## config.mk

```make
export PLATFORM = sky130hd
export DESIGN_NAME = drive_cmd_scheduler
export DESIGN_NICKNAME = d
export VERILOG_FILES = /design/src/rtl/drive_cmd_scheduler_pkg.sv /design/src/rtl/cmd_watchdog.sv /design/src/rtl/drive_cmd_scheduler.sv
export SDC_FILE = /design/constraint.sdc
export NUM_CORES = 1
export LEC_CHECK = 0
export CAP_MARGIN = 20
export CORE_MARGIN = 2
export CORE_UTILIZATION = 35
export CTS_CLUSTER_DIAMETER = 100
export DETAILED_ROUTE_END_ITERATION = 8
export GPL_ROUTABILITY_DRIVEN = 0
export SKIP_CTS_REPAIR_TIMING = 1
export SLEW_MARGIN = 10
export SYNTH_ARGS = -nofsm -noshare
export SYNTH_HDL_FRONTEND = slang
export SYNTH_SLANG_ARGS = --single-unit
```

## constraint.sdc

```tcl
create_clock -name clk -period 3.5 [get_ports clk]
set_input_delay 0.525 -clock clk [delete_from_list [all_inputs] [get_ports clk]]
set_output_delay 0.525 -clock clk [all_outputs]
set_load 0.02 [all_outputs]
```

## src/rtl/drive_cmd_scheduler_pkg.sv

```systemverilog
// Shared types and constants for the drive command scheduler:
// FSM state encoding, command byte classes, nibble codes and the stop byte.
package drive_cmd_scheduler_pkg;

   localparam int unsigned DIST_W = 26;
   localparam int unsigned BYTE_W = 8;

   typedef enum logic [1:0] {
      ST_IDLE    = 2'd0,
      ST_RUN     = 2'd1,
      ST_GAP     = 2'd2,
      ST_BLOCKED = 2'd3
   } state_e;

   typedef enum logic [2:0] {
      CLS_FWD,
      CLS_REV,
      CLS_STEER,
      CLS_STOP,
      CLS_INVALID
   } cls_e;

   localparam logic [3:0] NIB_FWD_A = 4'b0111;
   localparam logic [3:0] NIB_FWD_B = 4'b0101;
   localparam logic [3:0] NIB_FWD_C = 4'b0100;
   localparam logic [3:0] NIB_FWD_D = 4'b1111;
   localparam logic [3:0] NIB_REV   = 4'b0110;
   localparam logic [3:0] NIB_STEER = 4'b0011;

   localparam logic [BYTE_W-1:0] STOP_BYTE = 8'h80;

   // Decode a received byte into its command class.
   function automatic cls_e classify(input logic [BYTE_W-1:0] b);
      cls_e c;
      case (b[7:4])
         NIB_FWD_A, NIB_FWD_B, NIB_FWD_C, NIB_FWD_D: c = CLS_FWD;
         NIB_REV:   c = CLS_REV;
         NIB_STEER: c = CLS_STEER;
         default:   c = (b == STOP_BYTE) ? CLS_STOP : CLS_INVALID;
      endcase
      return c;
   endfunction

endpackage

```

## src/rtl/cmd_watchdog.sv

```systemverilog
// Loadable down-counter with enable and a single expiry pulse per load.
// Ports:
//   clk, rst     : clock, synchronous active-high reset
//   load_i       : restart the count from load_val_i (also re-arms expiry)
//   load_val_i   : value loaded on load_i
//   en_i         : count enable
//   expire_c_o   : combinational, high for one enabled cycle once the count hits 0
module cmd_watchdog #(
   parameter int unsigned CNT_W = 8
) (
   input  logic             clk,
   input  logic             rst,
   input  logic             load_i,
   input  logic [CNT_W-1:0] load_val_i,
   input  logic             en_i,
   output logic             expire_c_o
);

   logic [CNT_W-1:0] cnt_q;
   logic             armed_q;

   // Count down while enabled; disarm after the expiry cycle so it fires once.
   always_ff @(posedge clk) begin
      if (rst) begin
         cnt_q   <= '0;
         armed_q <= 1'b0;
      end else if (load_i) begin
         cnt_q   <= load_val_i;
         armed_q <= 1'b1;
      end else if (en_i) begin
         if (cnt_q == '0) begin
            armed_q <= 1'b0;
         end else begin
            cnt_q <= cnt_q - CNT_W'(1);
         end
      end
   end

   assign expire_c_o = en_i && armed_q && (cnt_q == '0);

endmodule

```

## src/rtl/drive_cmd_scheduler.sv

```systemverilog
// Safety/sequencing front-end between the UART receiver and the PWM decision
// block: validates command bytes, inserts a stop dwell on direction reversal,
// blocks motion toward a close obstacle and stops on link silence.
// Ports:
//   clk, rst            : clock, synchronous active-high reset
//   rx_data, rx_valid   : received byte and its one-cycle strobe
//   distance1/2         : front / rear ranger distance (0 = no echo)
//   cmd_data, cmd_strobe: command byte to PWM block and its load pulse
//   state, blocked      : FSM state and BLOCKED indicator
//   timeout_pulse       : one-cycle pulse when the link watchdog fires
//   reject_cnt          : saturating count of dropped bytes
module drive_cmd_scheduler
   import drive_cmd_scheduler_pkg::*;
#(
   parameter int unsigned       TIMEOUT_CYC = 12_000_000,
   parameter int unsigned       GAP_CYC     = 2_400_000,
   parameter logic [DIST_W-1:0] SAFE_DIST   = 26'd42_000
) (
   input  logic              clk,
   input  logic              rst,
   input  logic [BYTE_W-1:0] rx_data,
   input  logic              rx_valid,
   input  logic [DIST_W-1:0] distance1,
   input  logic [DIST_W-1:0] distance2,
   output logic [BYTE_W-1:0] cmd_data,
   output logic              cmd_strobe,
   output logic [1:0]        state,
   output logic              blocked,
   output logic              timeout_pulse,
   output logic [7:0]        reject_cnt
);

   localparam int unsigned TMO_W = (TIMEOUT_CYC > 1) ? $clog2(TIMEOUT_CYC) : 1;
   localparam int unsigned GAP_W = (GAP_CYC > 1) ? $clog2(GAP_CYC) : 1;

   state_e            state_q, state_d;
   logic [BYTE_W-1:0] cmd_q, cmd_d;
   logic [BYTE_W-1:0] pend_q, pend_d;
   logic [7:0]        rej_q, rej_d;
   logic              dir_rev_q, dir_rev_d;
   logic              strobe_q, strobe_d;
   logic              tmo_q, tmo_d;
   logic              blk_q;
   logic              reject_c;
   logic              pend_rev_c;

   cls_e cls_c;
   logic obs_front_c, obs_rear_c;
   logic mot_c, byte_rev_c, byte_blk_c, cur_blk_c;
   logic link_expire_c, link_exp_c, gap_exp_c, gap_start_c;

   // Input decode: byte class and obstacle tests (0 means no echo).
   assign cls_c       = classify(rx_data);
   assign obs_front_c = (distance1 != '0) && (distance1 < SAFE_DIST);
   assign obs_rear_c  = (distance2 != '0) && (distance2 < SAFE_DIST);
   assign mot_c       = rx_valid && ((cls_c == CLS_FWD) || (cls_c == CLS_REV));
   assign byte_rev_c  = (cls_c == CLS_REV);
   assign byte_blk_c  = mot_c && (byte_rev_c ? obs_rear_c : obs_front_c);
   assign cur_blk_c   = dir_rev_q ? obs_rear_c : obs_front_c;

   // A safe opposite-direction motion byte in RUN starts the reversal dwell.
   assign gap_start_c = (state_q == ST_RUN) && mot_c && !byte_blk_c
                        && (byte_rev_c != dir_rev_q);

   // A byte arriving on the expiry cycle takes priority over the timeout.
   assign link_exp_c = link_expire_c && !rx_valid;

   cmd_watchdog #(.CNT_W(TMO_W)) u_link_wd (
      .clk        (clk),
      .rst        (rst),
      .load_i     (rx_valid),
      .load_val_i (TMO_W'(TIMEOUT_CYC - 1)),
      .en_i       (state_q != ST_IDLE),
      .expire_c_o (link_expire_c)
   );

   cmd_watchdog #(.CNT_W(GAP_W)) u_gap_wd (
      .clk        (clk),
      .rst        (rst),
      .load_i     (gap_start_c),
      .load_val_i (GAP_W'(GAP_CYC - 1)),
      .en_i       (state_q == ST_GAP),
      .expire_c_o (gap_exp_c)
   );

   // Next-state and output decision.
   always_comb begin
      state_d    = state_q;
      cmd_d      = cmd_q;
      pend_d     = pend_q;
      dir_rev_d  = dir_rev_q;
      strobe_d   = 1'b0;
      tmo_d      = 1'b0;
      reject_c   = 1'b0;
      pend_rev_c = 1'b0;

      if (link_exp_c) begin
         state_d  = ST_IDLE;
         cmd_d    = STOP_BYTE;
         strobe_d = 1'b1;
         tmo_d    = 1'b1;
         pend_d   = STOP_BYTE;
      end else begin
         unique case (state_q)
            ST_IDLE: begin
               if (rx_valid) begin
                  if ((cls_c == CLS_INVALID) || byte_blk_c) begin
                     reject_c = 1'b1;
                  end else if (mot_c) begin
                     state_d   = ST_RUN;
                     cmd_d     = rx_data;
                     dir_rev_d = byte_rev_c;
                     strobe_d  = 1'b1;
                  end else if (cls_c == CLS_STEER) begin
                     cmd_d    = rx_data;
                     strobe_d = 1'b1;
                  end else begin
                     cmd_d    = STOP_BYTE;
                     strobe_d = 1'b1;
                  end
               end
            end

            ST_RUN: begin
               if (rx_valid && (cls_c == CLS_STOP)) begin
                  state_d  = ST_IDLE;
                  cmd_d    = STOP_BYTE;
                  strobe_d = 1'b1;
               end else if (gap_start_c) begin
                  state_d  = ST_GAP;
                  cmd_d    = STOP_BYTE;
                  pend_d   = rx_data;
                  strobe_d = 1'b1;
               end else begin
                  if (rx_valid && ((cls_c == CLS_INVALID) || byte_blk_c)) begin
                     reject_c = 1'b1;
                  end
                  // Obstacle in the travel direction overrides any same-cycle byte.
                  if (cur_blk_c) begin
                     state_d  = ST_BLOCKED;
                     cmd_d    = STOP_BYTE;
                     strobe_d = 1'b1;
                  end else if (rx_valid && ((cls_c == CLS_STEER) || (mot_c && !byte_blk_c))) begin
                     cmd_d    = rx_data;
                     strobe_d = 1'b1;
                     if (mot_c) begin
                        dir_rev_d = byte_rev_c;
                     end
                  end
               end
            end

            ST_GAP: begin
               if (rx_valid && ((cls_c == CLS_STEER) || (cls_c == CLS_STOP))) begin
                  state_d  = ST_IDLE;
                  pend_d   = STOP_BYTE;
                  cmd_d    = (cls_c == CLS_STEER) ? rx_data : STOP_BYTE;
                  strobe_d = 1'b1;
               end else begin
                  if (rx_valid && ((cls_c == CLS_INVALID) || byte_blk_c)) begin
                     reject_c = 1'b1;
                  end else if (mot_c) begin
                     pend_d = rx_data;
                  end
                  // Dwell over: release the (possibly just replaced) pending byte.
                  if (gap_exp_c) begin
                     pend_rev_c = (classify(pend_d) == CLS_REV);
                     dir_rev_d  = pend_rev_c;
                     strobe_d   = 1'b1;
                     if (pend_rev_c ? obs_rear_c : obs_front_c) begin
                        state_d = ST_BLOCKED;
                        cmd_d   = STOP_BYTE;
                     end else begin
                        state_d = ST_RUN;
                        cmd_d   = pend_d;
                     end
                     pend_d = STOP_BYTE;
                  end
               end
            end

            ST_BLOCKED: begin
               if (rx_valid) begin
                  if ((cls_c == CLS_INVALID) || byte_blk_c) begin
                     reject_c = 1'b1;
                  end else if (mot_c) begin
                     state_d   = ST_RUN;
                     cmd_d     = rx_data;
                     dir_rev_d = byte_rev_c;
                     strobe_d  = 1'b1;
                  end else if (cls_c == CLS_STEER) begin
                     cmd_d    = rx_data;
                     strobe_d = 1'b1;
                  end else begin
                     state_d  = ST_IDLE;
                     cmd_d    = STOP_BYTE;
                     strobe_d = 1'b1;
                  end
               end
            end
         endcase
      end
   end

   // Saturating reject counter.
   always_comb begin
      rej_d = rej_q;
      if (reject_c && (rej_q != 8'hFF)) begin
         rej_d = rej_q + 8'd1;
      end
   end

   // State and output registers.
   always_ff @(posedge clk) begin
      if (rst) begin
         state_q   <= ST_IDLE;
         cmd_q     <= STOP_BYTE;
         pend_q    <= STOP_BYTE;
         rej_q     <= 8'd0;
         dir_rev_q <= 1'b0;
         strobe_q  <= 1'b0;
         tmo_q     <= 1'b0;
         blk_q     <= 1'b0;
      end else begin
         state_q   <= state_d;
         cmd_q     <= cmd_d;
         pend_q    <= pend_d;
         rej_q     <= rej_d;
         dir_rev_q <= dir_rev_d;
         strobe_q  <= strobe_d;
         tmo_q     <= tmo_d;
         blk_q     <= (state_d == ST_BLOCKED);
      end
   end

   assign cmd_data      = cmd_q;
   assign cmd_strobe    = strobe_q;
   assign state         = state_q;
   assign blocked       = blk_q;
   assign timeout_pulse = tmo_q;
   assign reject_cnt    = rej_q;

endmodule

```

==> results.md, run 1 <==
- Clock Path Buffers: 2
- Worst-Skew Late Latency: between 0.3 and 0.4 ns
- GRT Overall Usage: around a fifth
- Full die area: around 0.013 sq mm
- Placed Cells: between 800 and 900
- Ys Warns: 0
- Initial core utilization: 36.2%
- Wire per inst: 15.0 um
- Post-synthesis mux area share: less than 1%
- Num CTS Buffers: 9
- First-pass GRT wire length: roughly 21000 um
- NumNets Final: 719
- Simple-Gate Fraction of Synth Area: approximately a quarter
- DRC viols: 0
- Critical path class: primary input to flip-flop
- Vias after detailed routing: between 4000 and 5000
- DRT antenna net count: 0
- Critical Path Start Type: primary input
- Root Buffer: clkbuf_16
- TritonCTS Sinks: between 70 and 80
- Ys async rst share: 0%
- Sequential-to-total area share from yosys stat: between 30% and 40%
- Flops & latches, synth: between 70 and 80
- I/O Buffers: 83
- Area grow syn2layout: 34.0%
- Post-synth EDFFs: 0
- H-tree Lvls: 3
- Synth top area share: 35.6%
- Syn Nets: 611
- Yosys cell types: just under 70
- Worst Setup End Kind: flip-flop
- Congestion Overflow GR: 0
- Hold Path Stages: 2
- CTS tree: built
- P_leak: 2.12 nW
- Layout cell share with drive strength beyond 1: a little over a tenth
- Top cells by area, synth: dfxtp_1 (36%), a21oi_1 (7.2%), nor2_1 (5.7%), xor2_1 (5.0%), xnor2_1 (4.6%)
- Final worst-path cycle share: between 80% and 90%
- Pin count of the biggest net entering global routing: 23
- Vias in the first global route: between 4000 and 5000
- Mapped Area: around 0.0044 sq mm
- Reg clk slew, reported paths: ~0.06 ns
- VDD IR max: approximately 0.22 mV
- Worst path required time: between 3 and 4 ns
- Area post-placement: approximately 0.0056 sq mm
- Run status: finished clean
- Final setup TNS: 0 ns
- Crit Path Max Fanout: 8
- Die height: about 120 um
- Die W: 116 um
- Number of iterations in the first detailed-routing pass: 6
- DRC marker count from the first detailed-route iteration: roughly 320
- RSZ-0062 raised after global routing: no
- Reg2reg path depth: 8
- # rows: 40
- Max_slew headroom: between 50% and 60%
- Synth Area in Adders: 2.00%
- Number of antenna violations at the first check in global routing: 0
- Fin. Hold Viols: 0
- PD cells: ~370 mW/mm^2
- Setup-failing EPs final: 0
- Core Area: approximately 0.012 sq mm
- Slew @ Worst Pin: a little under 0.7 ns
- Tmin final: between 3 and 4 ns
- Syn Inst Count: 541
- Dominant cell type by area after synthesis: dfxtp_1
- Largest family of logic cells by synthesized area: simple AND/OR/NAND/NOR gates
- FMAX: 0.321 GHz
- Main synth FF type: dfxtp_1
- Syn_area_per_cell: 8.11 sq um
- N_diodes: 0
- Layout Cells excl Fill: 822
- Boundary Pins: 84
- Clock Skews: ~0.0094 ns
- DP Wirelength: approximately 9400 um
- Util after Layout: 48.5%
- XOR/XNOR Fraction of Synth Area: a little under a tenth
- Max Cap Violations: 0
- WL final: ~12000 um
- Max-slew violations: 0
- Worst hold path type: flip-flop to flip-flop
- CP arrival: between 3 and 4 ns
- Compound-Gate Fraction of Synth Area: 22.7%
- Final Instance Area: approximately 0.0059 sq mm
- Vias/cell: ~5.3
state kept, by name (all words and copies together), names as in the netlist:
signal	flops
blocked	1
cmd_data	8
cmd_strobe	1
dir_rev_q	1
pend_q	8
reject_cnt	8
state	2
timeout_pulse	1
u_gap_wd.armed_q	1
u_gap_wd.cnt_q	22
u_link_wd.armed_q	1
u_link_wd.cnt_q	24
through the flow:
step	setup slack [ns]	hold WS [ns]	total power, mW
final	0.388	0.477	2.16
after CTS	0.397	0.478	2.18
after global placement	0.126	0.457	1.28
after global routing	0.179	0.498	2.25
after floorplan	0.627	0.447	1.12
after detailed placement	0.0645	0.466	1.29
report_power, final:
| part | internal, mW | switching, mW | total [mW] |
|---|---|---|---|
| registers | 0.918 | 0.0243 | 0.943 |
| logic | 0.167 | 0.161 | 0.328 |
| clock network | 0.489 | 0.397 | 0.886 |
metal layers:
metal | vias up | GRT usage (%) | part of all wire [%]
li1 | 2200 | - | -
met1 | 2063 | 23.9 | 46
met2 | 95 | 33.2 | 49
met3 | 16 | 3.66 | 3.4
met4 | 0 | 5.56 | 1.8
met5 | - | 0 | 0
worst paths after layout:
path / start / endpoint / slack [ns]
setup / recovery: distance1[17] / reject_cnt[7] / 0.39
hold / removal: u_gap_wd.cnt_q[11] / u_gap_wd.cnt_q[11] / 0.48
setup reg to reg: u_link_wd.cnt_q[6] / blocked / 0.56
hold reg to reg: u_gap_wd.cnt_q[11] / u_gap_wd.cnt_q[11] / 0.48
cell type report:
type / count / area (sq um)
clock inverters: 7 / 55.1
repair buffers: 118 / 1090
well taps: 168 / 210
fillers: 1200 / 6230
multi-input cells: 426 / 2670
inverters: 16 / 60.1
clock buffers: 9 / 225
flip-flops and latches: 78 / 1560
worst max-delay path, cell delays in order:
cell and delay [ns]:
clkdlybuf4s50_1 0.40, or4_4 0.54, nor4_4 0.29, nand2_2 0.15
o32a_1 0.44, a31oi_4 0.26, o21ai_4 0.12, or4_1 0.49
a21oi_1 0.16
cells by family after synthesis:
logic type                 count (synthesis)
AOI/OAI and AO/OA                        152
muxes                                      2
adders and majority gates                  7
buffers and inverters                     37
DFF                                       78
xor gates and xnor gates                  48
and+or+nand+nor                          217
synthesized netlist by cell type (3+ instances only):
library cell / number
a2111oi_0: 3
a211oi_1: 4
a21o_1: 3
a21oi_1: 63
a22oi_1: 7
a31oi_1: 5
and2_1: 5
and3_1: 7
buf_2: 5
clkbuf_1: 15
dfxtp_1: 78
ha_1: 7
inv_1: 16
nand2_1: 41
nand2b_1: 5
nand3_1: 8
nand3b_1: 7
nor2_1: 67
nor2b_1: 6
nor3_1: 20
nor4_1: 14
o211ai_1: 5
o21a_1: 3
o21ai_0: 23
o21bai_1: 3
o31ai_1: 3
or2_2: 4
or3_1: 6
or4_1: 11
xnor2_1: 23
xor2_1: 25
layout by cell type, fill, tap and decap left out, types with 3 or more instances in the layout:
cell             synthesis  layout
a2111oi_0                3       3
a211oi_1                 4       4
a21o_1                   3       3
a21oi_1                 63      63
a22oi_1                  7       7
a31oi_1                  5       5
and2_1                   5       5
and3_1                   7       7
buf_4                    0      35
clkbuf_16                0       9
clkdlybuf4s50_1          0      83
dfxtp_1                 78      78
ha_1                     7       7
inv_1                   16      16
nand2_1                 41      41
nand2b_1                 5       5
nand3_1                  8       8
nand3b_1                 7       7
nor2_1                  67      67
nor2b_1                  6       6
nor3_1                  20      20
nor4_1                  14      14
o211ai_1                 5       5
o21a_1                   3       3
o21ai_0                 23      23
o21bai_1                 3       3
o31ai_1                  3       3
or2_2                    4       4
or3_1                    6       6
or4_1                   11      11
xnor2_1                 23      23
xor2_1                  25      25
No activity file was read; power rests on OpenSTA's default activity.
==> run 2, diff against run 1 <==
--- a/config.mk
+++ b/config.mk
@@ -7,10 +7,12 @@
 export LEC_CHECK = 0
 export CAP_MARGIN = 20
 export CORE_MARGIN = 2
-export CORE_UTILIZATION = 35
+export CORE_UTILIZATION = 50
 export CTS_CLUSTER_DIAMETER = 100
 export DETAILED_ROUTE_END_ITERATION = 8
 export GPL_ROUTABILITY_DRIVEN = 0
+export PLACE_DENSITY = 0.77
+export SETUP_SLACK_MARGIN = 0.1
 export SKIP_CTS_REPAIR_TIMING = 1
 export SLEW_MARGIN = 10
 export SYNTH_ARGS = -nofsm -noshare
==> constraint.sdc (replaced) <==
create_clock -name clk -period 3.6 [get_ports clk]
set_input_delay 0.54 -clock clk [delete_from_list [all_inputs] [get_ports clk]]
set_output_delay 0.54 -clock clk [all_outputs]
set_load 0.02 [all_outputs]
==> run 2 against run 1 <==
  * Global-route usage rose by 5.3 points
  * First-iteration DRC count fell by 25%
  * Flip-flop and latch count did not move
  * Clock skew barely moved
  * Largest cell class unchanged
  * Critical path depth did not move
  * Sequential power fell by 3.0%
  * Worst hold slack improved by 0.0099 ns
  * Clock power fell by 21%
  * Cell area fell by 4.3%
==> results.md, run 2 (same netlist as run 1, synthesis figures left out) <==
- PD cells: between 300 and 400 mW/mm^2
- I/O Buffers: 83
- Tmin final: around 3.2 ns
- Util after Layout: between 60% and 70%
- Commonest non-fill, non-tap cell in the layout: clkdlybuf4s50_1
- Max Cap Violations: 0
- Worst-Skew Late Latency: around 0.35 ns
- Critical path class: primary input to flip-flop
- CP arrival: about 3.5 ns
- DP Wirelength: between 8000 and 9000 um
- # rows: 34
- RSZ-0062 raised after global routing: no
- Reg-to-reg endpoint: blocked
- Initial core utilization: slightly above 50%
- Slew @ Worst Pin: approximately 0.73 ns
- Slowest CP cell: clkdlybuf4s50_1
- Die height: roughly 98 um
- Full die area: approximately 0.0095 sq mm
- Crit path from: rx_data[6]
- Total power: 1.92 mW
- Most frequent cells in the layout: clkdlybuf4s50_1 (83), dfxtp_1 (78), nor2_1 (67)
- FMAX: just over 0.3 GHz
- Hold path start: u_gap_wd.cnt_q[11]
- NumNets Final: between 700 and 800
- Die W: just under 100 um
- Worst Setup End Kind: flip-flop
- Reg clk slew, reported paths: ~0.080 ns
- DRT antenna net count: 0
- Pin count of the biggest net entering global routing: 50
- H-tree Lvls: 3
- TritonCTS Sinks: 78
- P_leak: roughly 2.0 nW
- Worst hold path type: flip-flop to flip-flop
- Reg-to-reg startpoint: u_link_wd.cnt_q[6]
- Flop2flop setup slack: 0.60 ns
- Vias in the first global route: ~4200
- Run status: finished clean
- Wire per inst: 15.4 um
- Final setup TNS: 0 ns
- N_diodes: 0
- Max FFs per register: 24
- Num CTS Buffers: 9
- Number of iterations in the first detailed-routing pass: 5
- Final worst setup slack: between 0.3 and 0.4 ns
- Pre-CTS setup slack: 0.113 ns
- Worst Hold Path EP: u_gap_wd.cnt_q[11]
- Congestion Overflow GR: 0
- Layout cell share with drive strength beyond 1: roughly 8.5%
- VDD IR max: about 0.26 mV
- Clock Skews: 0.00978 ns
- CTS tree: built
- Vias after detailed routing: between 4000 and 5000
- Number of antenna violations at the first check in global routing: 0
- Reg2reg path depth: 8
- Final Instance Area: 0.00563 sq mm
- Top flop regs: u_link_wd.cnt_q x24, u_gap_wd.cnt_q x22
- Vias/cell: just under 6
- Setup-failing EPs final: 0
- Max-slew violations: 0
- Fin. Hold Viols: 0
- First-pass GRT wire length: between 15000 and 20000 um
- Core Area: roughly 0.0086 sq mm
- Worst path required time: about 3.8 ns
- Crit Path Max Fanout: 6
- Boundary Pins: 84
- WL final: 11500 um
- GRT Overall Usage: 24.3%
- Clock Path Buffers: 2
- DRC viols: 0
- Worst path max stage delay: slightly below 0.6 ns
- Crit-path cells: clkdlybuf4s50_1, inv_1, or3_1, a2111oi_0, a211oi_1, a221oi_1, o21ai_0, a32oi_1, a21oi_1
- DRC marker count from the first detailed-route iteration: between 200 and 250
- Biggest register: u_link_wd.cnt_q
- Root Buffer: clkbuf_8
- Final worst-path cycle share: roughly 90%
- Area grow syn2layout: 28.3%
- Hold Path Stages: 2
- Critical Path Start Type: primary input
- Area post-placement: ~0.0054 sq mm
- Max_slew headroom: 51.0%
run 2: cell type report:
type                       instances  area (sq um)
clock buffer                      10           128
clock inverter                     4          73.8
fill                             750          2970
inverter                          16          60.1
multi-input combinational        426          2670
sequential                        78          1560
tap                              108           135
timing repair buffer             105           996
run 2: worst max path at each step:
stage                                to  slack (ns)
after floorplan           reject_cnt[7]        0.71
after global placement      cmd_data[1]        0.13
after detailed placement    cmd_data[1]        0.11
after CTS                   cmd_data[1]        0.48
after global routing          pend_q[3]        0.24
final                       cmd_data[1]        0.36
run 2: critical path, delay by kind of cell:
family | cells | cell delay, ns
AOI/OAI and AO/OA | 6 | 1.68
buffers and inverters | 2 | 0.75
and+or+nand+nor | 1 | 0.50
run 2: metal layers:
metal  part of all wire (%)  vias up  GRT usage [%]
met3                    4.5       35           5.54
met4                    2.9        0           9.51
met2                     47      128           40.4
met1                     45     2049           30.6
met5                      0        -              0
li1                       -     2159              -
run 2: through the flow:
| stage | hold slack [ns] | std cells |
|---|---|---|
| finish | 0.487 | 747 |
| global route | 0.496 | 747 |
| CTS | 0.487 | 747 |
| detailed placement | 0.471 | 733 |
| global placement | 0.457 | 733 |
| floorplan | 0.447 | 541 |
run 2: where the power goes:
part | switching (mW) | internal [mW] | leakage [nW]
Clock | 0.313 | 0.383 | 0.102
Sequential | 0.0231 | 0.892 | 0.636
Combinational | 0.154 | 0.154 | 1.28
Total | 0.490 | 1.43 | 2.02
